===== config.mk =====
export PLATFORM = sky130hd
export DESIGN_NAME = mro_trng_ctrl
export DESIGN_NICKNAME = d
export VERILOG_FILES = /design/src/rtl/mro_trng_ctrl.sv
export SDC_FILE = /design/constraint.sdc
export NUM_CORES = 1
export LEC_CHECK = 0
export BUFFER_PORTS_ARGS = -buffer_cell sky130_fd_sc_hd__buf_4
export CAP_MARGIN = 20
export CORE_MARGIN = 1.5
export CORE_UTILIZATION = 26
export CTS_BUF_LIST = sky130_fd_sc_hd__clkbuf_8 sky130_fd_sc_hd__clkbuf_16
export CTS_CLUSTER_SIZE = 40
export DETAILED_ROUTE_END_ITERATION = 8
export PLACE_DENSITY = 0.44
export SLEW_MARGIN = 30
export SYNTH_ARGS = -nofsm -noshare
export SYNTH_HDL_FRONTEND = slang
export SYNTH_SLANG_ARGS = --single-unit

===== constraint.sdc =====
create_clock -name CLK -period 14.3 [get_ports CLK]
set_clock_uncertainty 0.05 [all_clocks]
set_input_delay 2.86 -clock CLK [delete_from_list [all_inputs] [get_ports CLK]]
set_output_delay 2.86 -clock CLK [all_outputs]
set_load 0.02 [all_outputs]

===== src/rtl/mro_trng_ctrl.sv =====
// Ring-oscillator TRNG sequencer: warm-up, synchronised XOR sampling, word packing, valid/ready delivery.
// Define HEALTH_TEST_EN to add the repetition-count health test and its sticky FAIL state.
module mro_trng_ctrl #(
  parameter int N_RO       = 32,
  parameter int WORD_W     = 32,
  parameter int WARMUP_CYC = 256,
  parameter int SAMPLE_DIV = 8,
  parameter int REP_LIMIT  = 16
) (
  input  logic              CLK,
  input  logic              RESET,
  input  logic              EN,
  input  logic [N_RO-1:0]   RO_IN,
  output logic              RO_RESET,
  output logic [WORD_W-1:0] RND_DATA,
  output logic              RND_VALID,
  input  logic              RND_READY,
  output logic              BUSY,
  output logic              HEALTH_FAIL
);
  localparam int WARM_W = $clog2(WARMUP_CYC + 1);
  localparam int DIV_W  = $clog2(SAMPLE_DIV + 1);
  localparam int BIT_W  = $clog2(WORD_W + 1);

`ifdef HEALTH_TEST_EN
  typedef enum logic [2:0] {S_IDLE, S_WARMUP, S_COLLECT, S_HOLD, S_FAIL} state_t;
`else
  typedef enum logic [1:0] {S_IDLE, S_WARMUP, S_COLLECT, S_HOLD} state_t;
`endif

  state_t              state_q, state_d;
  logic [WARM_W-1:0]   warm_q, warm_d;
  logic [DIV_W-1:0]    div_q, div_d;
  logic [BIT_W-1:0]    bitcnt_q, bitcnt_d;
  logic [WORD_W-2:0]   shreg_q, shreg_d;
  logic [N_RO-1:0]     sync1_q, sync2_q;
  logic [WORD_W-1:0]   data_q, data_d;
  logic                valid_q, valid_d;
  logic                ro_reset_q, ro_reset_d;
  logic                busy_q, busy_d;
  logic                raw, sample;
  logic [WORD_W-1:0]   next_word;

  assign raw       = ^sync2_q;
  assign sample    = (state_q == S_COLLECT) && (div_q == DIV_W'(SAMPLE_DIV - 1));
  assign next_word = {shreg_q, raw};

`ifdef HEALTH_TEST_EN
  localparam int REP_W = $clog2(REP_LIMIT + 1);
  logic [REP_W-1:0] rep_q, rep_d;
  logic             last_raw_q, last_raw_d;
  logic             hfail_q, hfail_d;
`endif

  always_comb begin
    state_d    = state_q;
    warm_d     = warm_q;
    div_d      = div_q;
    bitcnt_d   = bitcnt_q;
    shreg_d    = shreg_q;
    data_d     = data_q;
    valid_d    = valid_q;
    ro_reset_d = ro_reset_q;
    busy_d     = busy_q;
    case (state_q)
      S_IDLE: begin
        if (EN) begin
          state_d    = S_WARMUP;
          warm_d     = WARM_W'(WARMUP_CYC);
          div_d      = '0;
          bitcnt_d   = '0;
          shreg_d    = '0;
          ro_reset_d = 1'b0;
          busy_d     = 1'b1;
        end
      end
      S_WARMUP: begin
        if (warm_q == WARM_W'(1)) state_d = S_COLLECT;
        else                      warm_d  = warm_q - WARM_W'(1);
      end
      S_COLLECT: begin
        if (sample) begin
          div_d   = '0;
          shreg_d = next_word[WORD_W-2:0];
          if (bitcnt_q == BIT_W'(WORD_W - 1)) begin
            bitcnt_d = '0;
            data_d   = next_word;
            valid_d  = 1'b1;
            state_d  = S_HOLD;
          end else begin
            bitcnt_d = bitcnt_q + BIT_W'(1);
          end
        end else begin
          div_d = div_q + DIV_W'(1);
        end
      end
      S_HOLD: begin
        if (RND_READY) begin
          valid_d = 1'b0;
          state_d = S_COLLECT;
        end
      end
      default: ;
    endcase

`ifdef HEALTH_TEST_EN
    rep_d      = rep_q;
    last_raw_d = last_raw_q;
    hfail_d    = hfail_q;
    if (state_q == S_IDLE || state_q == S_WARMUP) begin
      rep_d = '0;
    end else if (sample) begin
      rep_d      = (rep_q != '0 && raw == last_raw_q) ? rep_q + REP_W'(1) : REP_W'(1);
      last_raw_d = raw;
      if (rep_d == REP_W'(REP_LIMIT)) begin
        state_d    = S_FAIL;
        hfail_d    = 1'b1;
        ro_reset_d = 1'b1;
        valid_d    = 1'b0;
        busy_d     = 1'b0;
        div_d      = '0;
        bitcnt_d   = '0;
        shreg_d    = '0;
        data_d     = data_q;
      end
    end
`endif

    // Dropping EN wins over any sample or health event on the same edge; the last delivered word stays visible.
    if (!EN && (state_q inside {S_WARMUP, S_COLLECT, S_HOLD})) begin
      state_d    = S_IDLE;
      ro_reset_d = 1'b1;
      valid_d    = 1'b0;
      busy_d     = 1'b0;
      warm_d     = '0;
      div_d      = '0;
      bitcnt_d   = '0;
      shreg_d    = '0;
      data_d     = data_q;
`ifdef HEALTH_TEST_EN
      hfail_d    = hfail_q;
`endif
    end
  end

  always_ff @(posedge CLK or posedge RESET) begin
    if (RESET) begin
      state_q    <= S_IDLE;
      warm_q     <= '0;
      div_q      <= '0;
      bitcnt_q   <= '0;
      shreg_q    <= '0;
      sync1_q    <= '0;
      sync2_q    <= '0;
      data_q     <= '0;
      valid_q    <= 1'b0;
      ro_reset_q <= 1'b1;
      busy_q     <= 1'b0;
    end else begin
      state_q    <= state_d;
      warm_q     <= warm_d;
      div_q      <= div_d;
      bitcnt_q   <= bitcnt_d;
      shreg_q    <= shreg_d;
      sync1_q    <= RO_IN;
      sync2_q    <= sync1_q;
      data_q     <= data_d;
      valid_q    <= valid_d;
      ro_reset_q <= ro_reset_d;
      busy_q     <= busy_d;
    end
  end

`ifdef HEALTH_TEST_EN
  always_ff @(posedge CLK or posedge RESET) begin
    if (RESET) begin
      rep_q      <= '0;
      last_raw_q <= 1'b0;
      hfail_q    <= 1'b0;
    end else begin
      rep_q      <= rep_d;
      last_raw_q <= last_raw_d;
      hfail_q    <= hfail_d;
    end
  end
  assign HEALTH_FAIL = hfail_q;
`else
  assign HEALTH_FAIL = 1'b0;
`endif

  assign RO_RESET  = ro_reset_q;
  assign RND_DATA  = data_q;
  assign RND_VALID = valid_q;
  assign BUSY      = busy_q;
endmodule

=== Yosys cells after proc, flatten, opt, wreduce, memory -nomap -nowiden ===
Index checks and enable logic that the tools add are counted.

* Register bits: 151
* Input port bits: 36
* Output and inout bits: 36
* Word-level logic and storage cells: 80

* Add/sub/neg operators: 3
* Eq/ne operators: 12
* Multiplexer cells: 35
* Bitwise gates (word level): 1
* Reductions and logical operators: 18

{| class="wikitable"
|+ Operator list
! cell !! number
|-
| $mux 31 || 3
|-
| $pmux 31 s2 || 1
|-
| $reduce_xor 32->1 || 1
|-
| $mux 9 || 3
|-
| $mux 6 || 4
|-
| $pmux 9 s2 || 1
|-
| $mux 2 || 6
|-
| $mux 4 || 3
|-
| $ne 3x2->1 const B || 4
|-
| $pmux 6 s2 || 1
|-
| $reduce_bool 3->1 || 4
|-
| $mux 1 || 10
|-
| $eq 9x1->1 const B || 1
|-
| $sub 9x1->9 const B || 1
|-
| $pmux 2 s4 || 1
|-
| $pmux 4 s2 || 1
|-
| $reduce_and 4->1 || 2
|-
| $add 6x1->6 const B || 1
|-
| $eq 6x5->1 const B || 1
|-
| $reduce_and 3->1 || 2
|-
| $reduce_and 5->1 || 1
|-
| $add 4x1->4 const B || 1
|-
| $eq 2x2->1 const B || 2
|-
| $eq 4x3->1 const B || 1
|-
| 10 further kinds || 13
|}

=== Logic depth before layout (Yosys ltp) ===
Gate-level depths: netlist of run 1.

* Depth after elaboration: 5
* Gate-level depth with buffers: 8
* Gate-level depth less buffers: 8

=== Worst setup path after synthesis of run 1 ===
No wires, ideal clock.

* Kind: input to register
* Start point: input EN
* End point: register data_q[21], in the netlist RND_DATA[21]
* Setup time: 125 ps
* Data arrival time: 3,937 ps
* Required time: 14,125 ps
* Slack: 10,188 ps
* Stages: 5
* Path buffers: 1
* Cell sequence: and2_2 nand2b_1 nor3_4 buf_4 mux2_2

* Longest elaborated chain between the ends: 4

{| class="wikitable"
|+ Ends and longest elaborated chain
! item !! line !! text
|-
| from (decl) || 12 || <nowiki>input logic EN,</nowiki>
|-
| $logic_not 1->1 || 130 || <nowiki>if (!EN && (state_q inside {S_WARMUP, S_COLLECT, S_HOLD})) begin</nowiki>
|-
| $logic_and 1x1->1 || 130 ||
|-
| $not 1->1 (no line) || n/a ||
|-
| $reduce_and 4->1 (no line) || n/a ||
|-
| to (signal assigned) || 167 || <nowiki>data_q <= data_d;</nowiki>
|-
| to (decl) || 37 || <nowiki>logic [WORD_W-1:0] data_q, data_d;</nowiki>
|}

Every way passes these cells.
A chain may end at the register's enable or synchronous reset.

=== Worst setup path in the final report of run 1 ===
* Start point: input EN
* End point: register data_q[5], in the netlist RND_DATA[5]

Same word-level chain as after synthesis.

==> impl_metrics.ini, run 1 <==
[clock_tree]
holdBufCountCts = 0
cts.path.max_buffers = 2
clk_pin_slew_ns = 0.06
numCtsBuffers = 17
ctsResizeCount = 0
cts_tree = built
cts_setup_buffers = 0
clk-insertion-delay-late_ns = 0.42
htreeDepth = 4
clkSinkCount = 151
ctsRootBufferMaster = clkbuf_16

[sta]
rsz0062_at_grt = false
slew_headroom_pct = 44.4
min_period_ns = 4.64
fin_crit_sh_pct = 32.4
slew_viol_final = 0
tns_ns = 0
worst-slew-pin-transition_ns = 0.831
fmax_ghz = 0.216
finalHoldViolCount = 0
setup_viol = 0

[floorplan]
io_pins = 72
start_util_pct = 26.8
die_area_mm2 = 0.0228
die_h_um = 151
die_w_um = 151
num_rows = 53
fp.coreArea_mm2 = 0.0212

[critical_path]
cp_slowest_cell = nor3_4
setup.worst_path.end_class = register
worst-endpoint-arrival_ns = 4.89
worstSetupEndpoint = RND_DATA[5]
required_ns = 14.55
crit_path_start_kind = primary input
cp_max_fo = 18
reg2reg_to = RND_DATA[5]
critPathTopFamily = simple AND/OR/NAND/NOR gates
path_cells = buf_4 > and2_2 > nand2b_1 > nor3_4 > buf_4 > mux2_2
ff2ff_path_depth = 6
max_stage_delay_ns = 0.71
r2r_setup_slack_ns = 11.49
worstSetupPathType = in -> reg
cp_num_buf_inv = 2
r2r-start = bitcnt_q[0]
cp.depth = 6
crit_path_start = EN
cp_common_cell = buf_4

[placed_design]
placedCellCount = 783
dp_hpwl_mm = 6.55
port_buffers = 70
postPlaceCellArea_mm2 = 0.00646
gp_congestion = 0.663

[yosys]
ys_ff_latch = 151
synth_compound_area_share_pct = 7.18
synth_top_family_by_area = simple AND/OR/NAND/NOR gates
seq_area_frac_synth_pct = 66.5
synth-xor-area-share_pct = 5.55
ys_warn_count = 0
syn_area_mm2 = 0.00568
synth_edf_count = 0
ys_types = 45
muxShareOfSynthArea_pct = 6.52
syn_nets = 495
postSynthCellCount = 455
synth_fa_ha_area_share_pct = 1.06
yosys.area_share.simple_pct = 10.3
async_flop_share_pct = 100
syn_area_per_cell_um2 = 12.5
synth_flop_cell = dfrtp_1

[power_and_ir_drop]
p_leak_nw = 3.16
cellPowerDensity_mw_per_mm2 = 144
power_mw = 1.01
vdd_drop_max_v = 0.0000782

[routing]
drt_first_pass_iters = 4
routed_wl_mm = 10.1
drtIter0Drc = 155
vias = 3394
viasPerCell = 4.16
ant_nets = 0
drc = 0
drt-wirelength-per-cell_um = 12.3

[cells_and_area]
layoutNonFillerInstCount = 815
finalInstanceArea_mm2 = 0.00702
syn_to_final_growth_pct = 23.5
final_nets = 567
antenna_cells = 0
postLayoutCoreUtil_pct = 33.1
fillers = 2164
drive_gt1_share_pct = 27.8

[grt]
grt_util_all_layers_pct = 10.1
grt-ovfl-total = 0
antenna_found_initial = 0
grt_pass1_vias = 3563
grt_first_pass_wirelength_mm = 17.4
grt_max_degree = 97

[job]
maxCapViolations = 0

[worst_hold_path]
worstHoldPathType = reg -> reg

[outcome]
status = complete, no violations
-- per-stage QoR --
step,worst slack (ns),hold WS [ns]
final,9.66,0.296
after global routing,9.49,0.301
after CTS,9.61,0.299
after detailed placement,9.14,0.285
after global placement,9.25,0.285
after floorplan,7.33,0.281
-- cell type report --
class | instances | area [um2] | area share (%)
repair buffers | 74 | 556 | 7.92
well taps | 275 | 344 | 4.90
clock inverters | 14 | 116 | 1.66
clock buffers | 18 | 439 | 6.26
multi-input cells | 277 | 1750 | 25.0
inverters | 6 | 30.0 | 0.428
flip-flops and latches | 151 | 3780 | 53.9
-- cells by family after synthesis --
logic type | Yosys count
other | 1
and+or+nand+nor | 127
muxes | 33
adders and majority gates | 5
DFF | 151
xor gates and xnor gates | 36
AOI/OAI and AO/OA | 75
buffers and inverters | 27
-- sequential cells by signal (all words and copies together), names as in the netlist, 2 cells and up --
register / flops
shreg_q: 31
sync2_q: 32
RND_DATA: 32
sync1_q: 32
state_q: 2
bitcnt_q: 6
warm_q: 9
div_q: 4
-- routing by layer --
metal | global-route usage (%) | wire length, um | vias to the layer above
met3 | 4.28 | 600 | 11
met4 | 4.27 | 165 | 0
met2 | 16.4 | 4970 | 74
met1 | 11.5 | 4330 | 1633
met5 | 0 | 0 | -
li1 | - | - | 1676
-- cells in the mapped netlist (3+ instances only) --
master	n	area (um2)
a21oi_1	14	70.1
buf_2	5	25.0
buf_4	4	30.0
clkbuf_1	10	37.5
dfrtp_1	150	3750
ha_1	4	50.1
inv_1	6	22.5
mux2_2	31	349
nand2_1	79	297
nand2b_1	3	18.8
nand3_1	4	20.0
nor2_1	14	52.6
nor3_1	12	60.1
o21ai_0	50	250
xnor2_1	33	289
xor2_1	3	26.3
-- where the power goes --
| group | total (mW) | internal (mW) | switching, mW |
|---|---|---|---|
| clock network | 0.417 | 0.231 | 0.186 |
| registers | 0.469 | 0.449 | 0.0196 |
| logic | 0.122 | 0.0544 | 0.0675 |
| total | 1.01 | 0.735 | 0.273 |
-- worst reg2reg max path: cells and delay by family, from the launching register on --
kind	cells	cell delay, ns
simple gates	3	1.23
buf+inv	1	0.40
flops	1	0.39
mux	1	0.37
fa+ha+maj	1	0.24
-- worst min-delay path by stage --
stage                            from           to  slack [ns]  cells past startpoint
final                     sync1_q[25]  sync2_q[25]        0.30                      0
after global routing      sync1_q[28]  sync2_q[28]        0.30                      0
after CTS                 sync1_q[15]  sync2_q[15]        0.30                      0
after detailed placement  sync1_q[14]  sync2_q[14]        0.28                      0
after global placement    sync1_q[23]  sync2_q[23]        0.28                      0
after floorplan            sync1_q[0]   sync2_q[0]        0.28                      0
-- cell usage in the layout (no fill, tap or decap), types with 12 or more instances in the layout --
master | Yosys | layout
a21oi_1 | 14 | 14
buf_4 | 4 | 74
clkbuf_16 | 0 | 17
dfrtp_1 | 150 | 150
mux2_2 | 31 | 31
nand2_1 | 79 | 79
nor2_1 | 14 | 13
nor3_1 | 12 | 12
o21ai_0 | 50 | 50
xnor2_1 | 33 | 33
No activity file was read; power rests on OpenSTA's default activity.
==> run 2, diff against run 1 <==
--- a/config.mk
+++ b/config.mk
@@ -5,6 +5,7 @@
 export SDC_FILE = /design/constraint.sdc
 export NUM_CORES = 1
 export LEC_CHECK = 0
+export ABC_AREA = 1
 export BUFFER_PORTS_ARGS = -buffer_cell sky130_fd_sc_hd__buf_4
 export CAP_MARGIN = 20
 export CORE_MARGIN = 1.5
@@ -12,7 +13,7 @@
 export CTS_BUF_LIST = sky130_fd_sc_hd__clkbuf_8 sky130_fd_sc_hd__clkbuf_16
 export CTS_CLUSTER_SIZE = 40
 export DETAILED_ROUTE_END_ITERATION = 8
-export PLACE_DENSITY = 0.44
+export PLACE_DENSITY = 0.45
 export SLEW_MARGIN = 30
 export SYNTH_ARGS = -nofsm -noshare
 export SYNTH_HDL_FRONTEND = slang
==> constraint.sdc (replaced) <==
create_clock -name CLK -period 3.81 [get_ports CLK]
set_clock_uncertainty 0.05 [all_clocks]
set_input_delay 0.762 -clock CLK [delete_from_list [all_inputs] [get_ports CLK]]
set_output_delay 0.762 -clock CLK [all_outputs]
set_load 0.02 [all_outputs]
==> run 2 against run 1 <==
  * Via count increased by 27%
  * Utilization increased by 0.12 points
  * Highest routed layer unchanged
  * Synthesized area is 7.0% higher
  * Largest power group unchanged
  * Synthesized cell count is 45% higher
  * Final cell count rose by 30%
==> impl_metrics.ini, run 2 <==
[grt]
antenna_found_initial = 0
grt_pass1_vias = 4297
grt_max_degree = 68
grt-ovfl-total = 0
grt_util_all_layers_pct = 10.9
grt_first_pass_wirelength_mm = 20.7

[critical_path]
r2r-start = div_q[0]
worstSetupPathType = reg -> reg
crit_path_start = div_q[0]
setup.worst_path.end_class = register
required_ns = 4.11
crit_path_start_kind = register
cp_max_fo = 44
r2r_setup_slack_ns = 1.53
worst-endpoint-arrival_ns = 2.58

[power_and_ir_drop]
p_leak_nw = 3.75
power_mw = 4.28
vdd_drop_max_v = 0.000196
cellPowerDensity_mw_per_mm2 = 566

[cells_and_area]
finalInstanceArea_mm2 = 0.00756
drive_gt1_share_pct = 16.3
syn_to_final_growth_pct = 24.3
fillers = 2365
antenna_cells = 0
layout_common_cells = nand2_1, dfrtp_1, inv_1, buf_4, o21ai_0
final_nets = 775
layoutNonFillerInstCount = 1061
final_common_cell = nand2_1
postLayoutCoreUtil_pct = 33.2

[sta]
min_period_ns = 2.28
rsz0062_at_grt = false
fmax_ghz = 0.438
setup_viol = 0
fin_ws_ns = 1.53
fin_crit_sh_pct = 59.9
slew_viol_final = 0
finalHoldViolCount = 0
worst-slew-pin-transition_ns = 0.791
tns_ns = 0
slew_headroom_pct = 47.1
whs_ns = 0.294

[clock_tree]
clkSinkCount = 151
cts.path.max_buffers = 2
htreeDepth = 4
cts_tree = built
numCtsBuffers = 17
ctsRootBufferMaster = clkbuf_16
clk-insertion-delay-late_ns = 0.42
ctsResizeCount = 0
clk_pin_slew_ns = 0.07
cts_setup_buffers = 0
holdBufCountCts = 0

[floorplan]
start_util_pct = 26.7
die_area_mm2 = 0.0243
num_rows = 55
die_w_um = 156
io_pins = 72
die_h_um = 156
fp.coreArea_mm2 = 0.0228

[routing]
drc = 0
drt-wirelength-per-cell_um = 11.3
drt_first_pass_iters = 5
met3WireLength_um = 460
drtIter0Drc = 130
routed_wl_mm = 12.0
met1_length_mm = 5.81
top_layer_used = met4
vias = 4303
dr_wl_met2_mm = 5.52
ant_nets = 0
viasPerCell = 4.06

[yosys]
synth_compound_area_share_pct = 6.91
synth_fa_ha_area_share_pct = 0.823
synth_top_family_by_area = simple AND/OR/NAND/NOR gates
synth_flop_cell = dfrtp_1
seq_area_frac_synth_pct = 62.1
yosysTopAreaCellShare_pct = 61.7
syn_nets = 700
netlist_top_cells_area = dfrtp_1, nand2_1, o21ai_0, inv_1, nand3_1
ys_types = 34
ys_warn_count = 0
synth.most_common_cell = nand2_1
syn_area_per_cell_um2 = 9.22
muxShareOfSynthArea_pct = 0.329
synth-xor-area-share_pct = 2.02
synth_largest_area_cell = dfrtp_1
yosys.area_share.simple_pct = 21.2
syn_area_mm2 = 0.00608
async_flop_share_pct = 100
postSynthCellCount = 660
synth_edf_count = 0
ys_ff_latch = 151
synth_common_cells = nand2_1, dfrtp_1, inv_1

[placed_design]
dp_hpwl_mm = 7.94
preCtsSetupSlack_ns = 1.23
port_buffers = 70
placedCellCount = 1029
gp_congestion = 0.715
postPlaceCellArea_mm2 = 0.00696

[worst_hold_path]
worstHoldPathType = reg -> reg
hold_path_startpoint = sync1_q[12]

[outcome]
status = complete, no violations

[job]
maxCapViolations = 0
run 2: changes by cell type in the layout (fill, tap and decap cells not counted), moves of 18 or more:
cell | previous run | this run
mux2_2 | 31 | 0
nor2_1 | 13 | 31
nand2_1 | 79 | 220
nand3_1 | 4 | 44
xnor2_1 | 33 | 4
inv_1 | 5 | 72
run 2: worst paths after layout:
kind	depth (start not counted)	endpoint
min reg2reg	0	sync2_q[12]
max in group asynchronous	3	bitcnt_q[0]
max reg2reg	10	shreg_q[4]
max	10	shreg_q[4]
min in group asynchronous	2	state_q[0]
min	0	sync2_q[12]
run 2: final cells by class:
class / instances / area, um2 / share of cell area (%)
inverters: 78 / 297 / 3.92
clock inverters: 13 / 146 / 1.94
flip-flops and latches: 151 / 3780 / 50.0
clock buffers: 19 / 453 / 5.99
repair buffers: 74 / 581 / 7.68
well taps: 313 / 392 / 5.18
multi-input cells: 413 / 1910 / 25.3
run 2: cell families after synthesis:
| logic type | after synthesis |
|---|---|
| other | 1 |
| buffers and inverters | 96 |
| xor gates and xnor gates | 14 |
| and+or+nand+nor | 311 |
| adders and majority gates | 4 |
| AOI/OAI and AO/OA | 81 |
| muxes | 2 |
| DFF | 151 |
run 2: critical path: stages (launching register included):
cell,delay (ns)
dfrtp_1,0.38
ha_1,0.20
nand2_1,0.06
nor2_1,0.21
nor2_4,0.08
inv_2,0.07
nand2_4,0.07
inv_2,0.46
buf_4,0.39
nand3_1,0.12
o21ai_1,0.10
run 2: where the power goes:
group | total (mW) | internal [mW] | leakage (nW) | switching, mW
Clock | 1.71 | 1.01 | 0.296 | 0.700
Sequential | 1.81 | 1.72 | 1.94 | 0.0852
Combinational | 0.769 | 0.247 | 1.51 | 0.522
run 2: routing by layer:
layer,vias to the layer above,GRT usage [%]
met2,80,17.3
met1,2006,14.0
li1,2206,-
met3,11,3.08
met5,-,0
met4,0,4.49
==> run 3, diff against run 2 <==
--- a/config.mk
+++ b/config.mk
@@ -5,7 +5,7 @@
 export SDC_FILE = /design/constraint.sdc
 export NUM_CORES = 1
 export LEC_CHECK = 0
-export ABC_AREA = 1
+export ABC_AREA = 0
 export BUFFER_PORTS_ARGS = -buffer_cell sky130_fd_sc_hd__buf_4
 export CAP_MARGIN = 20
 export CORE_MARGIN = 1.5
@@ -13,7 +13,7 @@
 export CTS_BUF_LIST = sky130_fd_sc_hd__clkbuf_8 sky130_fd_sc_hd__clkbuf_16
 export CTS_CLUSTER_SIZE = 40
 export DETAILED_ROUTE_END_ITERATION = 8
-export PLACE_DENSITY = 0.45
+export PLACE_DENSITY = 0.44
 export SLEW_MARGIN = 30
 export SYNTH_ARGS = -nofsm -noshare
 export SYNTH_HDL_FRONTEND = slang
==> constraint.sdc (replaced) <==
create_clock -name CLK -period 2.1 [get_ports CLK]
set_clock_uncertainty 0.05 [all_clocks]
set_input_delay 0.42 -clock CLK [delete_from_list [all_inputs] [get_ports CLK]]
set_output_delay 0.42 -clock CLK [all_outputs]
set_load 0.02 [all_outputs]
==> run 3 against run 2 <==
  * The run now ends with negative hold slack left
  * Worst setup slack got worse by 1.5 ns
  * First-iteration DRC count rose by 15%
  * Combinational power rose by 24%
  * Via count fell by 20%
  * Final cell count fell by 22%
  * Cell area fell by 4.5%
  * Utilization rose by 0.83 points
  * Highest routed layer unchanged
==> impl_metrics.ini, run 3 (synthesis results as in run 1) <==
[floorplan]
num_rows = 53
io_pins = 72
die_area_mm2 = 0.0228
die_w_um = 151
start_util_pct = 26.8
die_h_um = 151
fp.coreArea_mm2 = 0.0212

[cells_and_area]
antenna_cells = 0
fillers = 2102
final_common_cell = dfrtp_1
layout_common_cells = dfrtp_1, buf_4, nand2_1
multi_input_area_mm2 = 0.00178
ff_latch_area_mm2 = 0.00378
drive_gt1_share_pct = 30.2
final_nets = 584
finalInstanceArea_mm2 = 0.00722
syn_to_final_growth_pct = 27.0

[sta]
setup_viol = 0
slew_viol_final = 0
slew_headroom_pct = 65.1
min_period_ns = 2.03
fmax_ghz = 0.493
fin_crit_sh_pct = 96.7
whs_ns = -0.000319
worst-slew-pin-transition_ns = 0.524
finalHoldViolCount = 2

[critical_path]
cp_max_fo = 6
required_ns = 2.39
r2r_setup_slack_ns = 0.07
crit_path_start_kind = register
worst-endpoint-arrival_ns = 2.32
r2r-start = warm_q[0]
setup.worst_path.end_class = register
worstSetupPathType = reg -> reg
crit_path_start = warm_q[0]

[clock_tree]
htreeDepth = 4
ctsRootBufferMaster = clkbuf_16
clk_pin_slew_ns = 0.06
cts_tree = built
clk-insertion-delay-late_ns = 0.41
cts.path.max_buffers = 2
numCtsBuffers = 17
clkSinkCount = 151

[power_and_ir_drop]
power_frac_comb_pct = 13.9
pwr-share-clk_pct = 39.9
swShare_pct = 25.9
switchingPower_mw = 1.78
cellPowerDensity_mw_per_mm2 = 952
share_seq_of_total_power_pct = 46.2
vdd_drop_max_v = 0.000521
p_leak_nw = 3.26
intPower_mw = 5.09
power_mw = 6.87

[grt]
grt_util_all_layers_pct = 9.85
grt_max_degree = 61
grt_pass1_vias = 3532
grt-ovfl-total = 0
grt_util_met2_pct = 15.4
antenna_found_initial = 0
use_met3_pct = 3.80
grt_first_pass_wirelength_mm = 17.4
use_met1_pct = 12.3
top_usage_layer = met2

[worst_hold_path]
worstHoldPathType = in -> async

[placed_design]
postPlaceCellArea_mm2 = 0.00665
port_buffers = 70
gp_congestion = 0.676
dp_hpwl_mm = 6.97

[routing]
routed_wl_mm = 10.4
drc = 0
drt-wirelength-per-cell_um = 12.5
ant_nets = 0
vias = 3446
drt_first_pass_iters = 4
viasPerCell = 4.15
drtIter0Drc = 149

[outcome]
status = finished with violations
failed_checks = negative hold slack

[job]
maxCapViolations = 0
run 3: changes by cell type in the layout (fill, tap and decap cells not counted), sizes merged, moves of 22 or more:
cell   previous run  this run
inv              80         8
mux2              0        32
nand2           222        79
nand3            45         4
nor2             36        14
xnor2             4        33
run 3: what timing repair did:
action                                  4_1_cts  5_1_grt
setup buffers                                 0        0
gates resized for setup                       0        3
hold buffers                                  0        0
endpoints found under the setup margin        0       15
run 3: metrics by stage:
stage / std cells / worst slack [ns] / util, % / setup TNS (ns)
2_1_floorplan: 455 / -0.272 / - / -40.82
3_3_place_gp: 799 / 0.0997 / 31.4 / 0
3_5_place_dp: 799 / 0.0618 / 31.4 / 0
4_1_cts: 830 / 0.0577 / 33.9 / 0
5_1_grt: 831 / -0.00202 / 34.0 / -0.00202
6_report: 831 / 0.0700 / 34.0 / 0
run 3: power groups by stage:
stage / Sequential (mW) / Clock [mW] / Combinational [mW]
after floorplan: 3.21 / 0 / 0.673
after global placement: 3.22 / 0 / 0.920
after detailed placement: 3.23 / 0 / 0.931
after CTS: 3.17 / 2.85 / 0.937
after global routing: 3.20 / 2.96 / 1.06
final: 3.18 / 2.74 / 0.954
run 3: area by class of cell:
type,instances,share of cell area (%)
Clock buffer,20,6.47
Clock inverter,11,1.04
Inverter,6,0.364
Multi-Input combinational cell,278,24.6
Sequential cell,151,52.4
Tap cell,275,4.77
Timing Repair Buffer,90,10.4
run 3: final timing paths:
path                               end  depth (start not counted)
min in group CLK           sync1_q[15]                          1
min                          warm_q[0]                          2
max reg2reg                  warm_q[3]                          6
max                          warm_q[3]                          6
max in group asynchronous  sync2_q[19]                          3
min reg2reg                sync2_q[12]                          0
run 3: critical path, cell delays in order (launching register included):
cell and delay, ns:
dfrtp_1 0.42, ha_1 0.21, or2b_2 0.18, nor4_4 0.04, a311o_2 0.45, or3_2 0.47
a21oi_1 0.14
run 3: metal layers:
metal | routed length [um] | vias up
met5 | 0 | -
met4 | 112 | 0
met3 | 542 | 8
met2 | 5020 | 59
met1 | 4720 | 1676
li1 | - | 1703
